File: config.mk
export PLATFORM = sky130hd
export DESIGN_NAME = machine_timer
export DESIGN_NICKNAME = d
export VERILOG_FILES = /design/src/rtl/mtimer_pkg.sv /design/src/rtl/mtimer_prescaler.sv /design/src/rtl/machine_timer.sv
export SDC_FILE = /design/constraint.sdc
export NUM_CORES = 1
export LEC_CHECK = 0
export ABC_CLOCK_PERIOD_IN_PS = 6350
export BUFFER_PORTS_ARGS = -buffer_cell sky130_fd_sc_hd__buf_2
export CAP_MARGIN = 5
export CORE_ASPECT_RATIO = 1.5
export CORE_UTILIZATION = 60
export CTS_CLUSTER_SIZE = 24
export DETAILED_ROUTE_END_ITERATION = 8
export PLACE_DENSITY = 0.87
export SLEW_MARGIN = 10
export SYNTH_ARGS = -nofsm -noshare
export SYNTH_HDL_FRONTEND = slang
export SYNTH_SLANG_ARGS = --single-unit
File: constraint.sdc
create_clock -name clk_i -period 6.35 [get_ports clk_i]
set_input_delay 0.3175 -clock clk_i [delete_from_list [all_inputs] [get_ports clk_i]]
set_output_delay 0.3175 -clock clk_i [all_outputs]
set_load 0.01 [all_outputs]
File: src/rtl/mtimer_pkg.sv
// Shared offsets, reset constants and register decode for the machine timer.
// MTIMER_SWI_EN adds the msip register at offset 0x10.
package mtimer_pkg;

   localparam logic [4:0]  OFF_MTIME_LO   = 5'h00;
   localparam logic [4:0]  OFF_MTIME_HI   = 5'h04;
   localparam logic [4:0]  OFF_CMP_LO     = 5'h08;
   localparam logic [4:0]  OFF_CMP_HI     = 5'h0C;
   localparam logic [4:0]  OFF_MSIP       = 5'h10;
   localparam logic [63:0] MTIMECMP_RESET = 64'hFFFF_FFFF_FFFF_FFFF;

   typedef enum logic [2:0] {
      MTIME_LO,
      MTIME_HI,
      CMP_LO,
      CMP_HI,
      MSIP,
      UNMAPPED
   } mtimer_reg_e;

   // Word index only; byte-lane bits of the offset are ignored.
   function automatic mtimer_reg_e decode_reg(input logic [2:0] word);
      mtimer_reg_e sel;
      case ({word, 2'b00})
         OFF_MTIME_LO: sel = MTIME_LO;
         OFF_MTIME_HI: sel = MTIME_HI;
         OFF_CMP_LO:   sel = CMP_LO;
         OFF_CMP_HI:   sel = CMP_HI;
`ifdef MTIMER_SWI_EN
         OFF_MSIP:     sel = MSIP;
`endif
         default:      sel = UNMAPPED;
      endcase
      return sel;
   endfunction

endpackage

File: src/rtl/mtimer_prescaler.sv
// Divides clk_i down to a one-cycle tick every PRESCALE cycles.
module mtimer_prescaler #(
   parameter int unsigned PRESCALE = 1
) (
   input  logic clk_i,
   input  logic reset_i,
   output logic tick_o
);

   localparam logic [15:0] LAST = 16'(PRESCALE - 1);

   logic [15:0] count_q, count_d;

   assign tick_o = (count_q == LAST);

   always_comb begin
      count_d = tick_o ? 16'd0 : count_q + 16'd1;
   end

   always_ff @(posedge clk_i) begin
      if (reset_i) begin
         count_q <= '0;
      end else begin
         count_q <= count_d;
      end
   end

endmodule

File: src/rtl/machine_timer.sv
// Memory-mapped RISC-V mtime/mtimecmp with a level timer interrupt.
// Define MTIMER_SWI_EN to add the msip register and the soft_irq_o output.
module machine_timer
   import mtimer_pkg::*;
#(
   parameter int unsigned PRESCALE = 1
) (
   input  logic        clk_i,
   input  logic        reset_i,
   input  logic        req_valid_i,
   output logic        req_ready_o,
   input  logic        req_we_i,
   input  logic [4:0]  req_addr_i,
   input  logic [31:0] req_wdata_i,
   output logic        rsp_valid_o,
   input  logic        rsp_ready_i,
   output logic [31:0] rsp_rdata_o,
   output logic        rsp_err_o,
`ifdef MTIMER_SWI_EN
   output logic        soft_irq_o,
`endif
   output logic        timer_irq_o
);

   logic        tick;
   logic        accept;
   logic        wr;
   mtimer_reg_e sel;
   logic [31:0] rd_data;
   logic        unused_addr;

   logic [63:0] mtime_q, mtime_d;
   logic [63:0] mtimecmp_q, mtimecmp_d;
   logic        rsp_valid_q, rsp_valid_d;
   logic [31:0] rsp_rdata_q, rsp_rdata_d;
   logic        rsp_err_q, rsp_err_d;
   logic        timer_irq_q;
`ifdef MTIMER_SWI_EN
   logic        msip_q, msip_d;
   logic        soft_irq_q;
`endif

   mtimer_prescaler #(
      .PRESCALE (PRESCALE)
   ) u_prescaler (
      .clk_i   (clk_i),
      .reset_i (reset_i),
      .tick_o  (tick)
   );

   assign unused_addr = ^req_addr_i[1:0];
   assign req_ready_o = ~rsp_valid_q | rsp_ready_i;
   assign accept      = req_valid_i & req_ready_o;
   assign wr          = accept & req_we_i;
   assign sel         = decode_reg(req_addr_i[4:2]);

   // A write to either mtime half suppresses that cycle's increment entirely.
   always_comb begin
      mtime_d    = tick ? mtime_q + 64'd1 : mtime_q;
      mtimecmp_d = mtimecmp_q;
`ifdef MTIMER_SWI_EN
      msip_d     = msip_q;
`endif
      if (wr) begin
         case (sel)
            MTIME_LO: mtime_d    = {mtime_q[63:32], req_wdata_i};
            MTIME_HI: mtime_d    = {req_wdata_i, mtime_q[31:0]};
            CMP_LO:   mtimecmp_d = {mtimecmp_q[63:32], req_wdata_i};
            CMP_HI:   mtimecmp_d = {req_wdata_i, mtimecmp_q[31:0]};
`ifdef MTIMER_SWI_EN
            MSIP:     msip_d     = req_wdata_i[0];
`endif
            default:  ;
         endcase
      end
   end

   always_comb begin
      rd_data = '0;
      case (sel)
         MTIME_LO: rd_data = mtime_q[31:0];
         MTIME_HI: rd_data = mtime_q[63:32];
         CMP_LO:   rd_data = mtimecmp_q[31:0];
         CMP_HI:   rd_data = mtimecmp_q[63:32];
`ifdef MTIMER_SWI_EN
         MSIP:     rd_data = {31'd0, msip_q};
`endif
         default:  ;
      endcase
   end

   always_comb begin
      rsp_valid_d = rsp_valid_q;
      rsp_rdata_d = rsp_rdata_q;
      rsp_err_d   = rsp_err_q;
      if (accept) begin
         rsp_valid_d = 1'b1;
         rsp_rdata_d = req_we_i ? 32'd0 : rd_data;
         rsp_err_d   = (sel == UNMAPPED);
      end else if (rsp_ready_i) begin
         rsp_valid_d = 1'b0;
      end
   end

   always_ff @(posedge clk_i) begin
      if (reset_i) begin
         mtime_q     <= '0;
         mtimecmp_q  <= MTIMECMP_RESET;
         rsp_valid_q <= 1'b0;
         rsp_rdata_q <= '0;
         rsp_err_q   <= 1'b0;
         timer_irq_q <= 1'b0;
      end else begin
         mtime_q     <= mtime_d;
         mtimecmp_q  <= mtimecmp_d;
         rsp_valid_q <= rsp_valid_d;
         rsp_rdata_q <= rsp_rdata_d;
         rsp_err_q   <= rsp_err_d;
         timer_irq_q <= (mtime_q >= mtimecmp_q);
      end
   end

`ifdef MTIMER_SWI_EN
   always_ff @(posedge clk_i) begin
      if (reset_i) begin
         msip_q     <= 1'b0;
         soft_irq_q <= 1'b0;
      end else begin
         msip_q     <= msip_d;
         soft_irq_q <= msip_q;
      end
   end

   assign soft_irq_o = soft_irq_q;
`endif

   assign rsp_valid_o = rsp_valid_q;
   assign rsp_rdata_o = rsp_rdata_q;
   assign rsp_err_o   = rsp_err_q;
   assign timer_irq_o = timer_irq_q;

endmodule

==> results of run 1 <==
[final cells by class]
class,instances,area share
Clock buffer,24,0.0417
Clock inverter,8,0.00877
Inverter,79,0.0257
Multi-Input combinational cell,877,0.550
Sequential cell,179,0.310
Tap cell,210,0.0227
Timing Repair Buffer,87,0.0407
[cell families after synthesis]
group                    count (synthesis)  share of synthesized area
AND/OR/NAND/NOR                        473                      0.242
AO/OA/AOI/OAI                          270                      0.181
flip-flops                             179                      0.341
buffers and inverters                  151                     0.0556
adder cells (fa/ha/maj)                 67                     0.0798
multiplexers                            41                     0.0776
XOR/XNOR                                26                     0.0217
[state kept, by name (all words and copies together) (netlist names)]
register and flops:
timer_irq_o 1, u_prescaler.count_q 16, mtimecmp_q 64, rsp_rdata_o 32, rsp_valid_o 1, rsp_err_o 1
mtime_q 64
[Yosys cell counts, types with 17 or more instances]
| cell | instances | share of area |
|---|---|---|
| a211o_1 | 45 | 0.038 |
| a211oi_1 | 35 | 0.025 |
| a21oi_1 | 47 | 0.022 |
| a22oi_1 | 35 | 0.025 |
| a31oi_1 | 17 | 0.010 |
| and3_1 | 24 | 0.014 |
| and4_1 | 20 | 0.017 |
| clkbuf_1 | 55 | 0.020 |
| dfxtp_1 | 179 | 0.34 |
| ha_1 | 67 | 0.080 |
| inv_1 | 79 | 0.028 |
| mux4_2 | 32 | 0.069 |
| nand2_1 | 96 | 0.034 |
| nand3_1 | 33 | 0.016 |
| nand3b_1 | 19 | 0.014 |
| nand4_1 | 32 | 0.019 |
| nor2_1 | 144 | 0.051 |
| nor3_1 | 18 | 0.0086 |
| nor4_1 | 19 | 0.011 |
| o21ai_0 | 31 | 0.015 |
| xor2_1 | 21 | 0.018 |
[where the power goes]
| part | leakage, nW | internal, W | total, W | switching (W) |
|---|---|---|---|---|
| Combinational | 3.32 | 0.0000795 | 0.000198 | 0.000119 |
| Clock | 0.276 | 0.000610 | 0.00106 | 0.000446 |
| Sequential | 1.45 | 0.00115 | 0.00117 | 0.0000249 |
[worst max-delay path, cell delays in order, from the launching register on]
cell and delay, ns:
dfxtp_1 0.41, inv_1 0.06, ha_1 0.28, nand2b_1 0.15
a2111oi_0 0.66, or4_1 0.23, a211oi_1 0.11, a2111oi_0 0.87
o21ai_0 0.28
[worst max path at each step]
stage	from	to	slack, ns
after floorplan	rsp_ready_i	mtimecmp_q[10]$_SDFFE_PP1P_	4.20
after global placement	req_addr_i[3]	mtime_q[48]$_SDFFE_PP0P_	3.24
after detailed placement	mtime_q[0]$_SDFFE_PP0P_	timer_irq_o$_SDFF_PP0_	3.15
after CTS	mtime_q[0]$_SDFFE_PP0P_	timer_irq_o$_SDFF_PP0_	3.14
after global routing	mtime_q[11]$_SDFFE_PP0P_	timer_irq_o$_SDFF_PP0_	3.01
final	mtime_q[0]$_SDFFE_PP0P_	timer_irq_o$_SDFF_PP0_	3.12
[through the flow]
stage	cells	total power (W)	setup slack, ns
after floorplan	1207	0.00132	4.20
after global placement	1432	0.00138	3.24
after detailed placement	1432	0.00139	3.15
after CTS	1464	0.00242	3.14
after global routing	1464	0.00250	3.01
final	1464	0.00243	3.12
[routing by layer]
metal,share of wire,track usage,up-vias
met5,0,0,-
met4,0.058,0.218,0
met3,0.066,0.0619,137
met2,0.51,0.588,468
met1,0.37,0.384,4725
li1,-,-,4543
==> impl_metrics.env, run 1 <==
export IMPL_hold_path_class="in2reg"
export IMPL_rsz0062_at_grt="false"
export IMPL_syn_inst=1207
export IMPL_cp_start_kind="register"
export IMPL_syn_avg_cell_area_um2=8.70
export IMPL_final_hold_violation_count=0
export IMPL_ys_seq_area_frac=0.341
export IMPL_status="completed"
export IMPL_core_area_um2=16900
export IMPL_yosysWarnings=0
export IMPL_die_h_um=164
export IMPL_first_pass_iters=8
export IMPL_hpwl_mm=20.8
export IMPL_ys_flop_type="dfxtp_1"
export IMPL_cts_max_path_buffers=2
export IMPL_routed_wl_mm=29.8
export IMPL_grt_max_degree=87
export IMPL_ioPinCount=78
export IMPL_max_vdd_ir_drop_mv=0.164
export IMPL_ctsResizeCount=0
export IMPL_end_kind="register"
export IMPL_port_buffers=75
export IMPL_r2r_end="timer_irq_o$_SDFF_PP0_"
export IMPL_postCtsHoldBufs=0
export IMPL_drive_gt1_frac=0.139
export IMPL_synth_distinct_cells=62
export IMPL_clock_sinks=179
export IMPL_p_leak_nw=5.05
export IMPL_post_cts_buffers=0
export IMPL_grt_usage=0.343
export IMPL_finalCriticalPeriod_ns=3.23
export IMPL_multi_input_area_um2=6360
export IMPL_avgRoutedWirePerCell_um=20.3
export IMPL_grt_pass1_vias=9679
export IMPL_cts_tree="done"
export IMPL_syn2layout_area_growth_pct=10.1
export IMPL_vias=9873
export IMPL_path_class="reg2reg"
export IMPL_die_area_um2=18000
export IMPL_netlist_area_um2=10500
export IMPL_path_max_fanout=6
export IMPL_cts_buffers=17
export IMPL_antenna_found_initial=0
export IMPL_synthArstFlopShare=0
export IMPL_fillers=1341
export IMPL_dpl_instance_area_um2=11000
export IMPL_cts_root_buf="clkbuf_16"
export IMPL_worstPathArrival_ns=3.49
export IMPL_drt_iter0_drc=992
export IMPL_vias_per_cell=6.74
export IMPL_register_area_um2=3580
export IMPL_final_core_util=0.683
export IMPL_die_w_um=110
export IMPL_clkSlewWorstSetupHoldPaths_ns=0.07
export IMPL_max_clock_freq_mhz=310
export IMPL_layout_cells_most_common="dfxtp_1"
export IMPL_hp_start="req_wdata_i[22]"
export IMPL_clkLatencyLatePin_ns=0.44
export IMPL_ctsHtreeMaxLevel=4
export IMPL_period_share=0.508
export IMPL_min_to="mtimecmp_q[22]$_SDFFE_PP1P_"
export IMPL_rows=58
export IMPL_ant_nets=0
export IMPL_max_slew_margin=0.286
export IMPL_n_antenna_cell=0
export IMPL_hold_depth=2
export IMPL_slew_violations=0
export IMPL_drc=0
export IMPL_setup_viol=0
export IMPL_finalSetupTns_ns=0
export IMPL_fin_skew_ns=0.00735
export IMPL_synth_edff_count=0
export IMPL_tightestPinTransition_ns=1.06
export IMPL_layout_common_cells="179 x dfxtp_1, 142 x nor2_1, 96 x nand2_1"
export IMPL_nNetsFinal=1350
export IMPL_r2r_start="mtime_q[0]$_SDFFE_PP0P_"
export IMPL_ys_ff_latch=179
export IMPL_hold_slack_ns=0.140
export IMPL_gr_total_overflow=0
export IMPL_rr_worst_depth=8
export IMPL_start_util=0.621
export IMPL_grt_pass1_wl_mm=47.4
export IMPL_gp_congestion=0.921
export IMPL_design_area_um2=11600
export IMPL_regToRegSetupSlack_ns=3.12
export IMPL_power_density_nw_per_um2=210
export IMPL_cp_required_ns=6.62
export IMPL_cap_viol_max_count=0
export IMPL_synth_nets=1316
Note: power is estimated with default switching activity, not from simulation.
==> run 2: changes to the inputs <==
--- a/config.mk
+++ b/config.mk
@@ -5,14 +5,14 @@
 export SDC_FILE = /design/constraint.sdc
 export NUM_CORES = 1
 export LEC_CHECK = 0
-export ABC_CLOCK_PERIOD_IN_PS = 6350
+export ABC_CLOCK_PERIOD_IN_PS = 2800
 export BUFFER_PORTS_ARGS = -buffer_cell sky130_fd_sc_hd__buf_2
 export CAP_MARGIN = 5
 export CORE_ASPECT_RATIO = 1.5
-export CORE_UTILIZATION = 60
+export CORE_UTILIZATION = 55
 export CTS_CLUSTER_SIZE = 24
 export DETAILED_ROUTE_END_ITERATION = 8
-export PLACE_DENSITY = 0.87
+export PLACE_DENSITY = 0.84
 export SLEW_MARGIN = 10
 export SYNTH_ARGS = -nofsm -noshare
 export SYNTH_HDL_FRONTEND = slang
==> constraint.sdc (replaced) <==
create_clock -name clk_i -period 2.8 [get_ports clk_i]
set_input_delay 0.14 -clock clk_i [delete_from_list [all_inputs] [get_ports clk_i]]
set_output_delay 0.14 -clock clk_i [all_outputs]
set_load 0.01 [all_outputs]
==> run 2 against run 1 <==
Effect of this change:
- via count rose by 3.7%
- worst setup slack got worse by 3.0 ns
- worst hold slack got worse by 0.12 ns
- critical path type unchanged
- largest cell class unchanged
==> impl_metrics.env, run 2 (synthesis results as in run 1) <==
export IMPL_status="completed"
export IMPL_final_hold_violation_count=0
export IMPL_syn2layout_area_growth_pct=17.2
export IMPL_finalCriticalPeriod_ns=2.71
export IMPL_period_share=0.968
export IMPL_worstPathArrival_ns=3.04
export IMPL_path_class="reg2reg"
export IMPL_grt_pass1_vias=9873
export IMPL_cp_start_kind="register"
export IMPL_max_clock_freq_mhz=369
export IMPL_swShare=0.268
export IMPL_die_w_um=115
export IMPL_gp_congestion=0.971
export IMPL_fillers=1503
export IMPL_cap_viol_max_count=0
export IMPL_p_comb_frac=0.092
export IMPL_ctsHtreeMaxLevel=4
export IMPL_cp_required_ns=3.13
export IMPL_finalPower_w=0.00558
export IMPL_multi_input_area_um2=6360
export IMPL_rsz0062_at_grt="false"
export IMPL_post_cts_buffers=0
export IMPL_max_slew_margin=0.257
export IMPL_first_pass_iters=5
export IMPL_netSwitchingPower_w=0.00149
export IMPL_start_util=0.564
export IMPL_vias=10235
export IMPL_dpl_instance_area_um2=11400
export IMPL_nNetsFinal=1431
export IMPL_cts_tree="done"
export IMPL_clkSlewWorstSetupHoldPaths_ns=0.08
export IMPL_ctsResizeCount=0
export IMPL_p_leak_nw=5.46
export IMPL_grt_max_degree=89
export IMPL_routed_wl_mm=31.2
export IMPL_rows=61
export IMPL_path_max_fanout=3
export IMPL_hpwl_mm=22.1
export IMPL_power_density_nw_per_um2=454
export IMPL_drc=0
export IMPL_die_area_um2=19700
export IMPL_layout_cells_most_common="dfxtp_1"
export IMPL_layout_common_cells="179 x dfxtp_1, 142 x nor2_1, 96 x nand2_1"
export IMPL_antenna_found_initial=0
export IMPL_cts_buffers=17
export IMPL_clkLatencyLatePin_ns=0.45
export IMPL_cts_root_buf="clkbuf_16"
export IMPL_p_clk_frac=0.434
export IMPL_slew_violations=0
export IMPL_drive_gt1_frac=0.170
export IMPL_hold_path_class="in2reg"
export IMPL_power_internal_w=0.00409
export IMPL_power_frac_seq=0.474
export IMPL_die_h_um=171
export IMPL_ant_nets=0
export IMPL_port_buffers=75
export IMPL_grt_usage=0.326
export IMPL_max_vdd_ir_drop_mv=0.362
export IMPL_design_area_um2=12300
export IMPL_place_ws_ns=0.157
export IMPL_gr_total_overflow=0
export IMPL_setup_viol=0
export IMPL_cts_max_path_buffers=2
export IMPL_ioPinCount=78
export IMPL_finalSetupTns_ns=0
export IMPL_vias_per_cell=6.45
export IMPL_drt_iter0_drc=1063
export IMPL_end_kind="register"
export IMPL_avgRoutedWirePerCell_um=19.7
export IMPL_n_antenna_cell=0
export IMPL_tightestPinTransition_ns=1.11
export IMPL_final_core_util=0.661
export IMPL_worst_slack_ns=0.0901
export IMPL_register_area_um2=3580
export IMPL_fin_skew_ns=0.0115
export IMPL_clock_sinks=179
export IMPL_core_area_um2=18600
export IMPL_grt_pass1_wl_mm=49.6
run 2: cell types whose count changed in the layout (fill, tap and decap cells not counted), moves of 2 or more:
cell,delta
clkinvlp_4,-2
clkbuf_8,-3
buf_4,+48
clkbuf_1,-4
dlygate4sd3_1,+32
inv_8,+4
inv_6,+6
run 2: critical path: stages (launching register included):
cell       delay [ns]
dfxtp_1          0.34
inv_1            0.06
ha_1             0.31
a21oi_1          0.18
o21ai_0          0.18
a2111oi_0        0.50
a211oi_1         0.18
a2111oi_0        0.55
buf_4            0.22
o21ai_0          0.08
run 2: layer usage:
| layer | track usage | part of all wire |
|---|---|---|
| met5 | 0 | 0 |
| met1 | 0.366 | 0.37 |
| met3 | 0.0606 | 0.076 |
| met2 | 0.556 | 0.49 |
| met4 | 0.230 | 0.069 |
run 2: repair_timing:
item                                    in CTS  in global routing
hold buffers                                32                  0
endpoints found under the hold margin       72                  0
endpoints found under the setup margin       0                  0
run 2: final timing paths:
check,start,endpoint,slack (ns),cells past startpoint
hold reg to reg,rsp_err_o$_SDFFE_PP0P_,rsp_err_o$_SDFFE_PP0P_,0.46,2
setup reg to reg,mtimecmp_q[11]$_SDFFE_PP1P_,timer_irq_o$_SDFF_PP0_,0.09,9
setup / recovery,mtimecmp_q[11]$_SDFFE_PP1P_,timer_irq_o$_SDFF_PP0_,0.09,9
hold / removal,req_wdata_i[24],mtime_q[56]$_SDFFE_PP0P_,0.02,3
run 2: layout make-up:
cell class / count / area share
clock buffers: 17 / 0.0346
clock inverters: 15 / 0.0128
inverters: 79 / 0.0241
repair buffers: 168 / 0.0951
flip-flops and latches: 179 / 0.291
well taps: 252 / 0.0256
multi-input cells: 877 / 0.517
run 2: power groups by stage:
stage	clock network, W	logic, W	registers [W]
6_report	0.00242	0.000515	0.00265
5_1_grt	0.00253	0.000557	0.00265
4_1_cts	0.00244	0.000508	0.00264
3_5_place_dp	0	0.000471	0.00270
3_3_place_gp	0	0.000459	0.00270
2_1_floorplan	0	0.000288	0.00270
run 2: stage by stage:
step                      cells  hold slack (ns)
final                      1587           0.0208
after global placement     1523            0.402
after global routing       1587           0.0253
after floorplan            1207            0.258
after CTS                  1587          0.00485
after detailed placement   1523            0.407
==> run 3: changes to the inputs <==
--- a/config.mk
+++ b/config.mk
@@ -12,6 +12,7 @@
 export CORE_UTILIZATION = 55
 export CTS_CLUSTER_SIZE = 24
 export DETAILED_ROUTE_END_ITERATION = 8
+export MAX_ROUTING_LAYER = met4
 export PLACE_DENSITY = 0.84
 export SLEW_MARGIN = 10
 export SYNTH_ARGS = -nofsm -noshare
==> run 3 against run 2 <==
Effect of this change:
- global-route usage increased by 2.4 points
- maximum frequency shrank 0.75%
- highest routed layer unchanged
- critical path depth down 2
- power fell by 0.64%
- first-iteration DRC count down 10%
- sequential cell count unchanged
- clock skew down 0.00088 ns
- design area is 0.27% higher
- sequential share of layout area down 0.080 points
- clock power decreased by 2%
- largest cell class unchanged
- combinational power about the same
- via count is 1.3% higher
==> impl_metrics.env, run 3 (synthesis results as in run 1) <==
export IMPL_gr_total_overflow=0
export IMPL_finalCriticalPeriod_ns=2.73
export IMPL_finalPower_w=0.00555
export IMPL_drive_gt1_frac=0.170
export IMPL_final_hold_violation_count=0
export IMPL_hold_path_class="in2reg"
export IMPL_gp_congestion=1.01
export IMPL_cts_max_path_buffers=2
export IMPL_max_slew_margin=0.478
export IMPL_status="completed"
export IMPL_max_clock_freq_mhz=366
export IMPL_cts_tree="done"
export IMPL_grt_pass1_wl_mm=51.3
export IMPL_port_buffers=75
export IMPL_routed_wl_mm=32.3
export IMPL_power_density_nw_per_um2=449
export IMPL_layout_cells_most_common="dfxtp_1"
export IMPL_ctsHtreeMaxLevel=4
export IMPL_post_cts_buffers=0
export IMPL_syn2layout_area_growth_pct=17.6
export IMPL_antenna_found_initial=0
export IMPL_vias_per_cell=6.52
export IMPL_cp_required_ns=3.13
export IMPL_worstPathArrival_ns=3.06
export IMPL_worst_slack_ns=0.0695
export IMPL_layout_common_cells="179 x dfxtp_1, 142 x nor2_1, 96 x nand2_1"
export IMPL_ioPinCount=78
export IMPL_place_ws_ns=0.101
export IMPL_path_class="reg2reg"
export IMPL_grt_max_degree=164
export IMPL_ant_nets=0
export IMPL_fin_skew_ns=0.0106
export IMPL_max_vdd_ir_drop_mv=0.369
export IMPL_first_pass_iters=5
export IMPL_slew_violations=0
export IMPL_drt_iter0_drc=956
export IMPL_cts_buffers=17
export IMPL_die_w_um=115
export IMPL_grt_pass1_vias=10045
export IMPL_tightestPinTransition_ns=0.781
export IMPL_setup_viol=0
export IMPL_hpwl_mm=22.5
export IMPL_rsz0062_at_grt="false"
export IMPL_end_kind="register"
export IMPL_nNetsFinal=1434
export IMPL_rows=61
export IMPL_cp_start_kind="register"
export IMPL_core_area_um2=18600
export IMPL_path_max_fanout=8
export IMPL_period_share=0.975
export IMPL_p_leak_nw=5.46
export IMPL_vias=10370
export IMPL_cts_root_buf="clkbuf_16"
export IMPL_finalSetupTns_ns=0
export IMPL_avgRoutedWirePerCell_um=20.3
export IMPL_grt_usage=0.350
export IMPL_clkLatencyLatePin_ns=0.46
export IMPL_n_antenna_cell=0
export IMPL_start_util=0.564
export IMPL_cap_viol_max_count=0
export IMPL_clkSlewWorstSetupHoldPaths_ns=0.07
export IMPL_drc=0
export IMPL_die_area_um2=19700
export IMPL_clock_sinks=179
export IMPL_die_h_um=171
[run 3: worst paths after layout]
check	start	to	slack, ns	depth (start not counted)
max	mtime_q[17]$_SDFFE_PP0P_	mtime_q[37]$_SDFFE_PP0P_	0.07	7
min	rsp_ready_i	rsp_valid_o$_SDFFE_PP0P_	0.11	3
max reg2reg	mtime_q[17]$_SDFFE_PP0P_	mtime_q[37]$_SDFFE_PP0P_	0.07	7
min reg2reg	rsp_err_o$_SDFFE_PP0P_	rsp_err_o$_SDFFE_PP0P_	0.48	2
[run 3: layout make-up]
| type | instances | area (µm²) |
|---|---|---|
| Clock inverter | 12 | 123 |
| Inverter | 79 | 297 |
| Timing Repair Buffer | 171 | 1200 |
| Sequential cell | 179 | 3580 |
| Tap cell | 252 | 315 |
| Fill cell | 1517 | 6280 |
| Clock buffer | 20 | 447 |
| Multi-Input combinational cell | 877 | 6380 |
[run 3: critical path: stages, from the launching register on]
cell and delay (ns):
dfxtp_1 0.53, nand3_2 0.22, nor4_4 0.51, and3_1 0.32, nor3b_1 0.40, buf_4 0.20, a211oi_1 0.07, nor4_1 0.34
[run 3: stage by stage]
| step | hold slack, ns | std cells | instance area, µm² | util |
|---|---|---|---|---|
| after global routing | 0.109 | 1590 | 12300 | 0.663 |
| after global placement | 0.402 | 1525 | 11400 | 0.613 |
| after floorplan | 0.258 | 1207 | 10500 | - |
| after detailed placement | 0.414 | 1525 | 11400 | 0.613 |
| after CTS | 0.0988 | 1590 | 12300 | 0.662 |
| final | 0.115 | 1590 | 12300 | 0.663 |
[run 3: metal layers]
layer,up-vias,GRT usage,part of all wire
met2,508,0.594,0.50
li1,4708,-,-
met4,0,0.222,0.058
met1,5004,0.375,0.37
met3,150,0.0662,0.068
met5,-,-,0
[run 3: where the power goes]
group          internal, W  leakage (nW)  switching [W]
combinational     0.000224          3.74       0.000293
sequential         0.00260          1.45      0.0000495
clock              0.00127         0.269        0.00112
[run 3: what timing repair did]
item | CTS | global route
hold endpoints to repair | 72 | 0
gates cloned | 0 | 0
hold buffers | 33 | 0
pin swaps | 0 | 0
gates resized for setup | 1 | 3
setup endpoints to repair | 1 | 3
